`src/rtl/tx_redundant_frame_gen_if.sv`:
```
// Control, status and transmit byte-stream signals of the redundant test-frame generator.
`timescale 1ns/1ps
interface tx_redundant_frame_gen_if;
    logic        start;
    logic        adv_data;
    logic [7:0]  redundancy;
    logic [7:0]  segment_number_max;
    logic [7:0]  tx_data;
    logic        tx_en;
    logic        busy;
    logic [31:0] frame_count;
    logic [2:0]  dbg_state;

    // Stream contract: tx_data is a frame byte whenever tx_en is high. A new
    // byte (or idle slot) is presented only after a clock edge with adv_data
    // high; on every other edge tx_data/tx_en hold. adv_data is the only pacing.
    modport master (
        output start, adv_data, redundancy, segment_number_max,
        input  tx_data, tx_en, busy, frame_count, dbg_state
    );
    modport slave (
        input  start, adv_data, redundancy, segment_number_max,
        output tx_data, tx_en, busy, frame_count, dbg_state
    );
endinterface

```
`src/rtl/tx_redundant_frame_gen.sv`:
```
// Ethernet II test-frame generator: each segment is sent `redundancy` times back-to-back,
// payload carries copy index and segment number, FCS is CRC-32 over header and payload.
`timescale 1ns/1ps
module tx_redundant_frame_gen #(
    parameter int unsigned PAYLOAD_LEN = 64,
    parameter int unsigned IFG_LEN     = 12,
    parameter logic [47:0] DST_MAC     = 48'hFF_FF_FF_FF_FF_FF,
    parameter logic [47:0] SRC_MAC     = 48'h00_0A_35_00_00_01,
    parameter logic [15:0] ETHERTYPE   = 16'h88B5
) (
    input logic                     clk125MHz,
    input logic                     RST,
    tx_redundant_frame_gen_if.slave bus
);
    typedef enum logic [2:0] {IDLE, PRE, SFD, HDR, PAY, FCS, IFG} state_t;

    localparam logic [111:0] HDR_BYTES = {DST_MAC, SRC_MAC, ETHERTYPE};
    localparam logic [31:0]  CRC_POLY  = 32'hEDB88320;
    localparam logic [15:0]  PAY_LAST  = 16'(PAYLOAD_LEN - 1);
    localparam logic [15:0]  IFG_LAST  = 16'(IFG_LEN - 1);

    state_t      state_q, state_d;
    logic [15:0] cnt_q, cnt_d;
    logic [7:0]  tx_data_q, byte_d;
    logic        tx_en_q, en_d;
    logic [31:0] crc_q;
    logic [31:0] frame_count_q;
    logic [15:0] seg_q;
    logic [7:0]  copy_q;
    logic [7:0]  red_q;
    logic [7:0]  seg_max_q;

    logic [7:0]   eff_red, eff_seg_max;
    logic [111:0] hdr_sh;
    logic [31:0]  fcs;
    logic         group_start, frame_last;

    function automatic logic [31:0] crc_byte(input logic [31:0] crc, input logic [7:0] data);
        logic [31:0] c;
        c = crc;
        for (int i = 0; i < 8; i++) begin
            if (c[0] ^ data[i]) c = (c >> 1) ^ CRC_POLY;
            else                c = c >> 1;
        end
        return c;
    endfunction

    assign eff_red     = (bus.redundancy == 8'd0) ? 8'd1 : bus.redundancy;
    assign eff_seg_max = (bus.segment_number_max == 8'd0) ? 8'd1 : bus.segment_number_max;

    // (state_q, cnt_q) names the byte currently on tx_data; (state_d, cnt_d) the next one.
    always_comb begin
        state_d = state_q;
        cnt_d   = cnt_q + 16'd1;
        case (state_q)
            IDLE: begin
                cnt_d = 16'd0;
                if (bus.start) state_d = PRE;
            end
            PRE: if (cnt_q == 16'd6)  begin state_d = SFD; cnt_d = 16'd0; end
            SFD: begin state_d = HDR; cnt_d = 16'd0; end
            HDR: if (cnt_q == 16'd13) begin state_d = PAY; cnt_d = 16'd0; end
            PAY: if (cnt_q == PAY_LAST) begin state_d = FCS; cnt_d = 16'd0; end
            FCS: if (cnt_q == 16'd3)  begin state_d = IFG; cnt_d = 16'd0; end
            IFG: if (cnt_q == IFG_LAST) begin
                cnt_d   = 16'd0;
                state_d = bus.start ? PRE : IDLE;
            end
            default: begin state_d = IDLE; cnt_d = 16'd0; end
        endcase
    end

    always_comb begin
        hdr_sh = HDR_BYTES << {cnt_d[3:0], 3'b000};
        fcs    = ~crc_q;
        byte_d = 8'h00;
        en_d   = 1'b1;
        case (state_d)
            PRE: byte_d = 8'h55;
            SFD: byte_d = 8'hD5;
            HDR: byte_d = hdr_sh[111:104];
            PAY: begin
                case (cnt_d)
                    16'd0:   byte_d = copy_q;
                    16'd1:   byte_d = seg_q[15:8];
                    16'd2:   byte_d = seg_q[7:0];
                    default: byte_d = seg_q[7:0] + cnt_d[7:0];
                endcase
            end
            FCS: begin
                case (cnt_d[1:0])
                    2'd0:    byte_d = fcs[7:0];
                    2'd1:    byte_d = fcs[15:8];
                    2'd2:    byte_d = fcs[23:16];
                    default: byte_d = fcs[31:24];
                endcase
            end
            default: en_d = 1'b0;
        endcase
    end

    // Settings are latched only when a new segment group begins, so all copies match.
    assign group_start = (state_d == PRE) && (cnt_d == 16'd0) && (copy_q == 8'd0);
    assign frame_last  = (state_d == FCS) && (cnt_d == 16'd3);

    always_ff @(posedge clk125MHz) begin
        if (RST) begin
            state_q       <= IDLE;
            cnt_q         <= 16'd0;
            tx_data_q     <= 8'h00;
            tx_en_q       <= 1'b0;
            crc_q         <= 32'hFFFF_FFFF;
            frame_count_q <= 32'd0;
            seg_q         <= 16'd0;
            copy_q        <= 8'd0;
            red_q         <= 8'd1;
            seg_max_q     <= 8'd1;
        end else if (bus.adv_data) begin
            state_q   <= state_d;
            cnt_q     <= cnt_d;
            tx_data_q <= byte_d;
            tx_en_q   <= en_d;

            if (state_d == PRE)
                crc_q <= 32'hFFFF_FFFF;
            else if (state_d == HDR || state_d == PAY)
                crc_q <= crc_byte(crc_q, byte_d);

            if (group_start) begin
                red_q     <= eff_red;
                seg_max_q <= eff_seg_max;
                if (seg_q >= {8'h00, eff_seg_max}) seg_q <= 16'd0;
            end

            if (frame_last) begin
                frame_count_q <= frame_count_q + 32'd1;
                if (copy_q >= red_q - 8'd1) begin
                    copy_q <= 8'd0;
                    seg_q  <= (seg_q >= {8'h00, seg_max_q} - 16'd1) ? 16'd0 : seg_q + 16'd1;
                end else begin
                    copy_q <= copy_q + 8'd1;
                end
            end
        end
    end

    assign bus.tx_data     = tx_data_q;
    assign bus.tx_en       = tx_en_q;
    assign bus.busy        = (state_q != IDLE);
    assign bus.frame_count = frame_count_q;
    assign bus.dbg_state   = state_q;
endmodule

```
`src/flat_wrapper.sv`:
```
// flat-port wrapper written by rule: the top's interface ports become plain ports
module tx_redundant_frame_gen_flat 
#(
    parameter int unsigned PAYLOAD_LEN = 64,
    parameter int unsigned IFG_LEN     = 12,
    parameter logic [47:0] DST_MAC     = 48'hFF_FF_FF_FF_FF_FF,
    parameter logic [47:0] SRC_MAC     = 48'h00_0A_35_00_00_01,
    parameter logic [15:0] ETHERTYPE   = 16'h88B5
)
  (clk125MHz, RST, bus_start, bus_adv_data, bus_redundancy, bus_segment_number_max, bus_tx_data, bus_tx_en, bus_busy, bus_frame_count, bus_dbg_state);
  tx_redundant_frame_gen_if bus_i ();
  input logic clk125MHz;
  input logic RST;
  input wire logic [$bits(bus_i.start)-1:0] bus_start;
  input wire logic [$bits(bus_i.adv_data)-1:0] bus_adv_data;
  input wire logic [$bits(bus_i.redundancy)-1:0] bus_redundancy;
  input wire logic [$bits(bus_i.segment_number_max)-1:0] bus_segment_number_max;
  output wire logic [$bits(bus_i.tx_data)-1:0] bus_tx_data;
  output wire logic [$bits(bus_i.tx_en)-1:0] bus_tx_en;
  output wire logic [$bits(bus_i.busy)-1:0] bus_busy;
  output wire logic [$bits(bus_i.frame_count)-1:0] bus_frame_count;
  output wire logic [$bits(bus_i.dbg_state)-1:0] bus_dbg_state;
  assign bus_i.start = bus_start;
  assign bus_i.adv_data = bus_adv_data;
  assign bus_i.redundancy = bus_redundancy;
  assign bus_i.segment_number_max = bus_segment_number_max;
  assign bus_tx_data = bus_i.tx_data;
  assign bus_tx_en = bus_i.tx_en;
  assign bus_busy = bus_i.busy;
  assign bus_frame_count = bus_i.frame_count;
  assign bus_dbg_state = bus_i.dbg_state;
  tx_redundant_frame_gen #(.PAYLOAD_LEN(PAYLOAD_LEN), .IFG_LEN(IFG_LEN), .DST_MAC(DST_MAC), .SRC_MAC(SRC_MAC), .ETHERTYPE(ETHERTYPE)) u_core (.clk125MHz(clk125MHz), .RST(RST), .bus(bus_i));
endmodule
```
`config.mk`:
```
export PLATFORM = sky130hd
export DESIGN_NAME = tx_redundant_frame_gen_flat
export DESIGN_NICKNAME = d
export VERILOG_FILES = /design/src/rtl/tx_redundant_frame_gen_if.sv /design/src/rtl/tx_redundant_frame_gen.sv /design/src/flat_wrapper.sv
export SDC_FILE = /design/constraint.sdc
export NUM_CORES = 1
export LEC_CHECK = 0
export BUFFER_PORTS_ARGS = -buffer_cell sky130_fd_sc_hd__clkbuf_2
export CORE_UTILIZATION = 40
export DETAILED_ROUTE_END_ITERATION = 8
export REMOVE_ABC_BUFFERS = 1
export SLEW_MARGIN = 20
export SYNTH_ARGS = -nofsm -noshare
export SYNTH_HDL_FRONTEND = slang
export SYNTH_SLANG_ARGS = --single-unit
```
`constraint.sdc`:
```
create_clock -name clk125MHz -period 6 [get_ports clk125MHz]
set_input_delay 0.9 -clock clk125MHz [delete_from_list [all_inputs] [get_ports clk125MHz]]
set_output_delay 0.9 -clock clk125MHz [all_outputs]
set_load 0.01 [all_outputs]
```
==> results.py, run 1 <==
metrics = {
    "status": {
        "status": "completed",
    },
    "yosys": {
        "synth.yosys.seq_area_share_pct": 29.6,
        "synth_compound_area_share_pct": 18.2,
        "synth_mux_area_share_pct": 1.79,
        "netlist_top_cells_area": "dfxtp_1, ha_1, nor2_1",
        "synth_adder_area_share_pct": 7.65,
        "synth-edff-count": 0,
        "yosysTopAreaCell": "dfxtp_1",
        "yosysWarnings": 0,
        "syn_avg_cell_area_um2": 8.14,
        "syn_area_mm2": 0.00893,
        "synthXorXnorAreaFrac_pct": 14.5,
        "syn_inst": 1098,
        "async_flop_share_pct": 0,
        "synth_ff_type": "dfxtp_1",
        "synth-seq-cells": 132,
        "synth_top_family_by_area": "simple AND/OR/NAND/NOR gates",
        "synth.distinct_cells": 79,
        "synth_top_cell_area_share_pct": 29.6,
        "yosys.area_share.simple_pct": 24.5,
    },
    "detailed_routing": {
        "route.detailed.drc": 0,
        "firstDrtPassIters": 7,
        "wirelength_mm": 22.6,
        "wire_per_inst_um": 15.9,
        "ant_nets": 0,
        "first_iter_violations": 625,
        "vias": 7894,
        "vias_per_cell": 5.54,
    },
    "setup_path": {
        "cp-end-kind": "flop",
        "cpPeakStageDelay_ns": 0.53,
        "cp_max_fo": 16,
        "reg2reg_slack_ns": 0.46,
        "critPathLaunchType": "flop",
        "critPathCapture": "u_core.crc_q[19]",
        "timing.critical_path.mode_cell": "a21oi_1",
        "crit_required_ns": 6.32,
        "reg2reg_to": "u_core.crc_q[19]",
        "reg2regPathDepth": 21,
        "path_cells": "ha_2 > nand2_1 > o21a_1 > o41a_1 > nor4_2 > buf_4 > nor2_1 > ha_1 > fa_1 > a21o_1 > a21oi_1 > o21bai_1 > a21oi_1 > xnor2_1 > and3_1 > a211oi_1 > xnor2_2 > xnor2_4 > xor3_2 > xnor2_1 > a21oi_1",
        "worst_r2r_startpoint": "u_core.cnt_q[0]",
        "cp_slowest_cell": "dfxtp_1",
        "worstPathArrival_ns": 5.86,
        "critPathKind": "reg -> reg",
        "startpoint": "u_core.cnt_q[0]",
    },
    "placed_design": {
        "gp_congestion": 0.920,
        "port_buffers": 64,
        "dp_hpwl_mm": 16.1,
    },
    "sta": {
        "fin_crit_ns": 5.54,
        "fmax_mhz": 180,
        "slew_headroom_pct": 38.3,
        "hold_viol_final": 0,
        "finalCritPeriodShare_pct": 92.4,
        "worst_slew_pin_slew_ns": 0.924,
        "finClkSkew_ns": 0.0189,
        "final_max_slew_viol_count": 0,
        "fin_tns_setup_ns": 0,
        "grt_setup_unrepaired": "false",
        "setup_viol": 0,
    },
    "die": {
        "coreArea_mm2": 0.0219,
        "die_y_um": 151,
        "start_util_pct": 40.8,
        "die_x_um": 151,
        "num_rows": 54,
        "io_pins": 65,
        "die_area_mm2": 0.0229,
    },
    "layout": {
        "layout_commonest_cell": "nor2_1",
        "layout_common_cells": "nor2_1, dfxtp_1, a21oi_1",
        "drive_gt1_share_pct": 12.7,
        "fin_util_pct": 45.9,
        "diodes": 0,
        "nets": 1207,
        "areaGrowthSynthToFinish_pct": 12.5,
    },
    "run": {
        "maxCapViolCount": 0,
    },
    "global_route": {
        "grt_pass1_wl_mm": 36.8,
        "grt_pass1_vias": 7054,
        "grt_start_max_net_pins": 64,
        "track_usage_pct": 20.3,
        "antenna_found_initial": 0,
        "grt_overflow_total": 0,
    },
    "min_path": {
        "worstHoldPathCells": 2,
        "hold_path.class": "reg -> reg",
    },
    "clock_tree": {
        "clockRootBuffer": "clkbuf_16",
        "cts_tree": "done",
        "clk_latency_ns": 0.44,
        "ctsHoldBuffers": 0,
        "cts_htree_levels": 4,
        "cts_resized": 0,
        "clkTransAtPathRegs_ns": 0.07,
        "cts_max_path_buffers": 2,
        "cts_setup_buffers": 0,
        "cts_sinks": 132,
        "numCtsBuffers": 17,
    },
    "power": {
        "powerDensity_mw_per_mm2": 270,
        "peakVddDrop_v": 0.000145,
        "p_leak_nw": 3.97,
    },
}
==> cell usage after synthesis (4+ instances only) <==
cell type and instances:
ha_1 53, o21ai_0 32, xnor2_2 6, nand2_1 66, nand2b_1 23, o22ai_1 18, a21o_1 22, or3_1 15
nor3_1 30, and4_1 5, nand3_1 35, xnor2_1 58, and2_1 6, nor4_1 12, inv_1 27, a21oi_1 80
buf_2 6, o21a_1 4, o221ai_1 4, o41ai_1 4, a211o_1 4, xor2_1 57, a211oi_1 19, a222oi_1 8
dfxtp_1 132, clkbuf_1 48, a22oi_1 17, nand4_1 23, and3_1 15, mux2i_1 16, nor2_1 160, nor2b_1 23
==> per-layer routing <==
layer	share of wire (%)	global-route usage [%]	wire length [um]
met5	0	0	0
met4	1.5	5.65	337
met3	5.9	4.13	1340
met2	45	31.2	10100
met1	48	28.5	10900
==> through the flow <==
stage	power (W)	cell area [um2]	hold WS, ns	std cells	setup slack, ns
CTS	0.00274	10000	0.487	1426	0.291
global route	0.00286	10100	0.507	1426	0.00777
detailed placement	0.00170	9460	0.478	1394	0.333
floorplan	0.00155	8690	0.467	1039	0.362
finish	0.00272	10100	0.484	1426	0.456
global placement	0.00170	9460	0.478	1394	0.475
==> registers in the layout, summed over array words and instances (netlist names), 8 cells and up <==
| name | flops |
|---|---|
| u_core.crc_q | 32 |
| u_core.cnt_q | 16 |
| u_core.bus.frame_count | 32 |
| u_core.seg_max_q | 8 |
| u_core.red_q | 8 |
| u_core.copy_q | 8 |
| u_core.seg_q | 16 |
| u_core.bus.tx_data | 8 |
==> power by group <==
group          total, W  switching, W  internal (W)  leakage, nW
logic          0.000708      0.000371      0.000337         2.63
clock network   0.00103      0.000467      0.000559        0.273
registers      0.000983     0.0000594      0.000924         1.07
==> cell type report <==
cell class              instances  area (um2)
well taps                     280         350
repair buffers                 75         405
clock buffers                  18         439
inverters                      28         105
fillers                      2182       11800
flip-flops and latches        132        2640
clock inverters                14         134
multi-input cells             879        5980
==> how the worst min path moves through the flow <==
stage,from,slack (ns),to
after global placement,u_core.bus.tx_data[1],0.48,u_core.bus.tx_data[1]
after floorplan,u_core.crc_q[0],0.47,u_core.crc_q[0]
final,u_core.bus.tx_data[1],0.48,u_core.bus.tx_data[1]
after CTS,u_core.bus.tx_data[1],0.49,u_core.bus.tx_data[1]
after global routing,u_core.bus.tx_data[1],0.51,u_core.bus.tx_data[1]
after detailed placement,u_core.bus.tx_data[1],0.48,u_core.bus.tx_data[1]
==> critical path, delay by kind of cell (launching register included) <==
family | cells | cell delay [ns]
AOI/OAI and AO/OA | 8 | 1.80
xor gates and xnor gates | 5 | 1.17
adders and majority gates | 3 | 1.02
buffers and inverters | 1 | 0.24
DFF | 1 | 0.53
and+or+nand+nor | 4 | 0.67
==> logic make-up (layout without fill, tap and decap cells) <==
| family | count (synthesis) | in the layout |
|---|---|---|
| AOI/OAI and AO/OA | 243 | 243 |
| xor gates and xnor gates | 129 | 129 |
| adders and majority gates | 54 | 54 |
| buffers and inverters | 87 | 135 |
| DFF | 132 | 132 |
| muxes | 16 | 16 |
| and+or+nand+nor | 437 | 437 |
Power figures use the tool's default switching activity.
==> inputs of run 2 (changes only) <==
ABC_AREA = 1   (was unset)
PLACE_DENSITY = 0.62   (was unset)
==> results.py, run 2 <==
metrics = {
    "status": {
        "status": "completed",
    },
    "layout": {
        "drive_gt1_share_pct": 13.9,
        "fin_util_pct": 45.2,
        "areaGrowthSynthToFinish_pct": 10.9,
        "diodes": 0,
        "num-fill-cells": 2657,
        "layout_common_cells": "nand2_1, inv_1, dfxtp_1",
        "layout_commonest_cell": "nand2_1",
        "nets": 1652,
    },
    "clock_tree": {
        "numCtsBuffers": 17,
        "cts_tree": "done",
        "cts_max_path_buffers": 2,
        "cts_sinks": 132,
        "cts_resized": 0,
        "clk_latency_ns": 0.44,
        "clockRootBuffer": "clkbuf_16",
        "ctsHoldBuffers": 0,
        "cts_htree_levels": 4,
        "clkTransAtPathRegs_ns": 0.07,
        "cts_setup_buffers": 0,
    },
    "min_path": {
        "hold_path.class": "reg -> reg",
        "hp-start": "u_core.bus.frame_count[15]",
    },
    "yosys": {
        "synth.yosys.seq_area_share_pct": 25.8,
        "yosysWarnings": 0,
        "yosysMostFrequentCell": "nand2_1",
        "syn_inst": 1538,
        "yosysTopAreaCell": "dfxtp_1",
        "netlist_top_cells_area": "dfxtp_1, nand2_1, inv_1",
        "netlist_top_cells_count": "nand2_1, inv_1, dfxtp_1",
        "synth-seq-cells": 132,
        "synth_top_cell_area_share_pct": 25.8,
        "synth_ff_type": "dfxtp_1",
        "syn_area_mm2": 0.0102,
        "syn_avg_cell_area_um2": 6.65,
        "synth-edff-count": 0,
        "async_flop_share_pct": 0,
        "synth.distinct_cells": 63,
    },
    "setup_path": {
        "critPathLaunchType": "flop",
        "critPathKind": "reg -> reg",
        "timing.critical_path.mode_cell": "nand2_1",
        "crit_required_ns": 6.33,
        "cpPeakStageDelay_ns": 0.46,
        "startpoint": "u_core.cnt_q[0]",
        "cp-end-kind": "flop",
        "worstPathArrival_ns": 4.81,
        "cp_max_fo": 11,
        "worst_r2r_startpoint": "u_core.cnt_q[0]",
        "cp_slowest_cell": "nand2_1",
    },
    "detailed_routing": {
        "ant_nets": 0,
        "route.detailed.drc": 0,
        "vias_per_cell": 5.23,
        "wire_per_inst_um": 14.4,
        "vias": 10000,
        "wirelength_mm": 27.7,
        "firstDrtPassIters": 5,
        "first_iter_violations": 703,
    },
    "sta": {
        "setup_viol": 0,
        "grt_setup_unrepaired": "false",
        "final_max_slew_viol_count": 0,
        "hold_viol_final": 0,
        "slew_headroom_pct": 35.5,
        "postLayoutSetupSlackWorst_ns": 1.51,
        "fmax_mhz": 223,
        "hold_ws_ns": 0.459,
        "fin_tns_setup_ns": 0,
        "fin_crit_ns": 4.49,
        "finClkSkew_ns": 0.0109,
        "worst_slew_pin_slew_ns": 0.967,
        "finalCritPeriodShare_pct": 74.8,
    },
    "power": {
        "p_total_w": 0.00329,
        "peakVddDrop_v": 0.000173,
        "powerDensity_mw_per_mm2": 290,
        "p_leak_nw": 5.06,
    },
    "global_route": {
        "grt_overflow_total": 0,
        "grt_pass1_wl_mm": 46.8,
        "antenna_found_initial": 0,
        "track_usage_pct": 21.9,
        "grt_start_max_net_pins": 62,
        "grt_pass1_vias": 9475,
    },
    "die": {
        "coreArea_mm2": 0.0251,
        "die_y_um": 162,
        "io_pins": 65,
        "die_area_mm2": 0.0262,
        "start_util_pct": 40.8,
        "num_rows": 58,
        "die_x_um": 162,
    },
    "run": {
        "maxCapViolCount": 0,
    },
    "placed_design": {
        "dp_hpwl_mm": 20.5,
        "port_buffers": 64,
        "place_ws_ns": 1.57,
        "gp_congestion": 0.937,
    },
}
==> run 2: path summary, 6_finish.rpt <==
| kind | to | slack (ns) | cells after the start |
|---|---|---|---|
| setup / recovery | u_core.crc_q[18] | 1.51 | 29 |
| setup reg to reg | u_core.crc_q[18] | 1.51 | 29 |
| hold / removal | u_core.bus.frame_count[15] | 0.46 | 2 |
| hold reg to reg | u_core.bus.frame_count[15] | 0.46 | 2 |
==> run 2: cell families after synthesis <==
group	share of synthesized area [%]
AOI/OAI and AO/OA	17.1
xor gates and xnor gates	5.77
adders and majority gates	6.67
buffers and inverters	10.4
DFF	25.8
and+or+nand+nor	34.3
==> run 2: layout make-up <==
type	instances	area [um2]	share of cell area [%]
clock buffers	18	439	3.87
flip-flops and latches	132	2640	23.3
clock inverters	14	155	1.37
well taps	330	413	3.64
multi-input cells	1144	6530	57.5
inverters	213	805	7.09
repair buffers	70	365	3.22
==> run 2: power by group <==
group / switching [W] / leakage (nW) / internal [W] / total [W]
Sequential: 0.0000833 / 1.08 / 0.000943 / 0.00103
Combinational: 0.000787 / 3.68 / 0.000398 / 0.00118
Clock: 0.000479 / 0.292 / 0.000603 / 0.00108
Total: 0.00135 / 5.06 / 0.00194 / 0.00329
==> run 2: routing by layer <==
metal | wire [um] | up-vias | share of wire [%] | global-route usage (%)
met5 | 0 | - | 0 | 0
met4 | 707 | 0 | 2.6 | 7.89
met3 | 1270 | 53 | 4.6 | 3.19
met2 | 12200 | 257 | 44 | 35.3
met1 | 13500 | 4539 | 49 | 29.7
li1 | - | 5196 | - | -
==> run 2: worst max-delay path, delay by kind of cell, from the launching register on <==
kind	cells	cell delay [ns]
AND/OR/NAND/NOR	23	2.74
buffers and inverters	3	0.61
adder cells (fa/ha/maj)	2	0.49
flip-flops	1	0.42
AO/OA/AOI/OAI	1	0.12
==> run 2: stage by stage <==
step	instance area (um2)	instances
6_report	11300	1921
5_1_grt	11300	1921
4_1_cts	11300	1921
3_5_place_dp	10800	1889
3_3_place_gp	10800	1889
2_1_floorplan	9980	1489
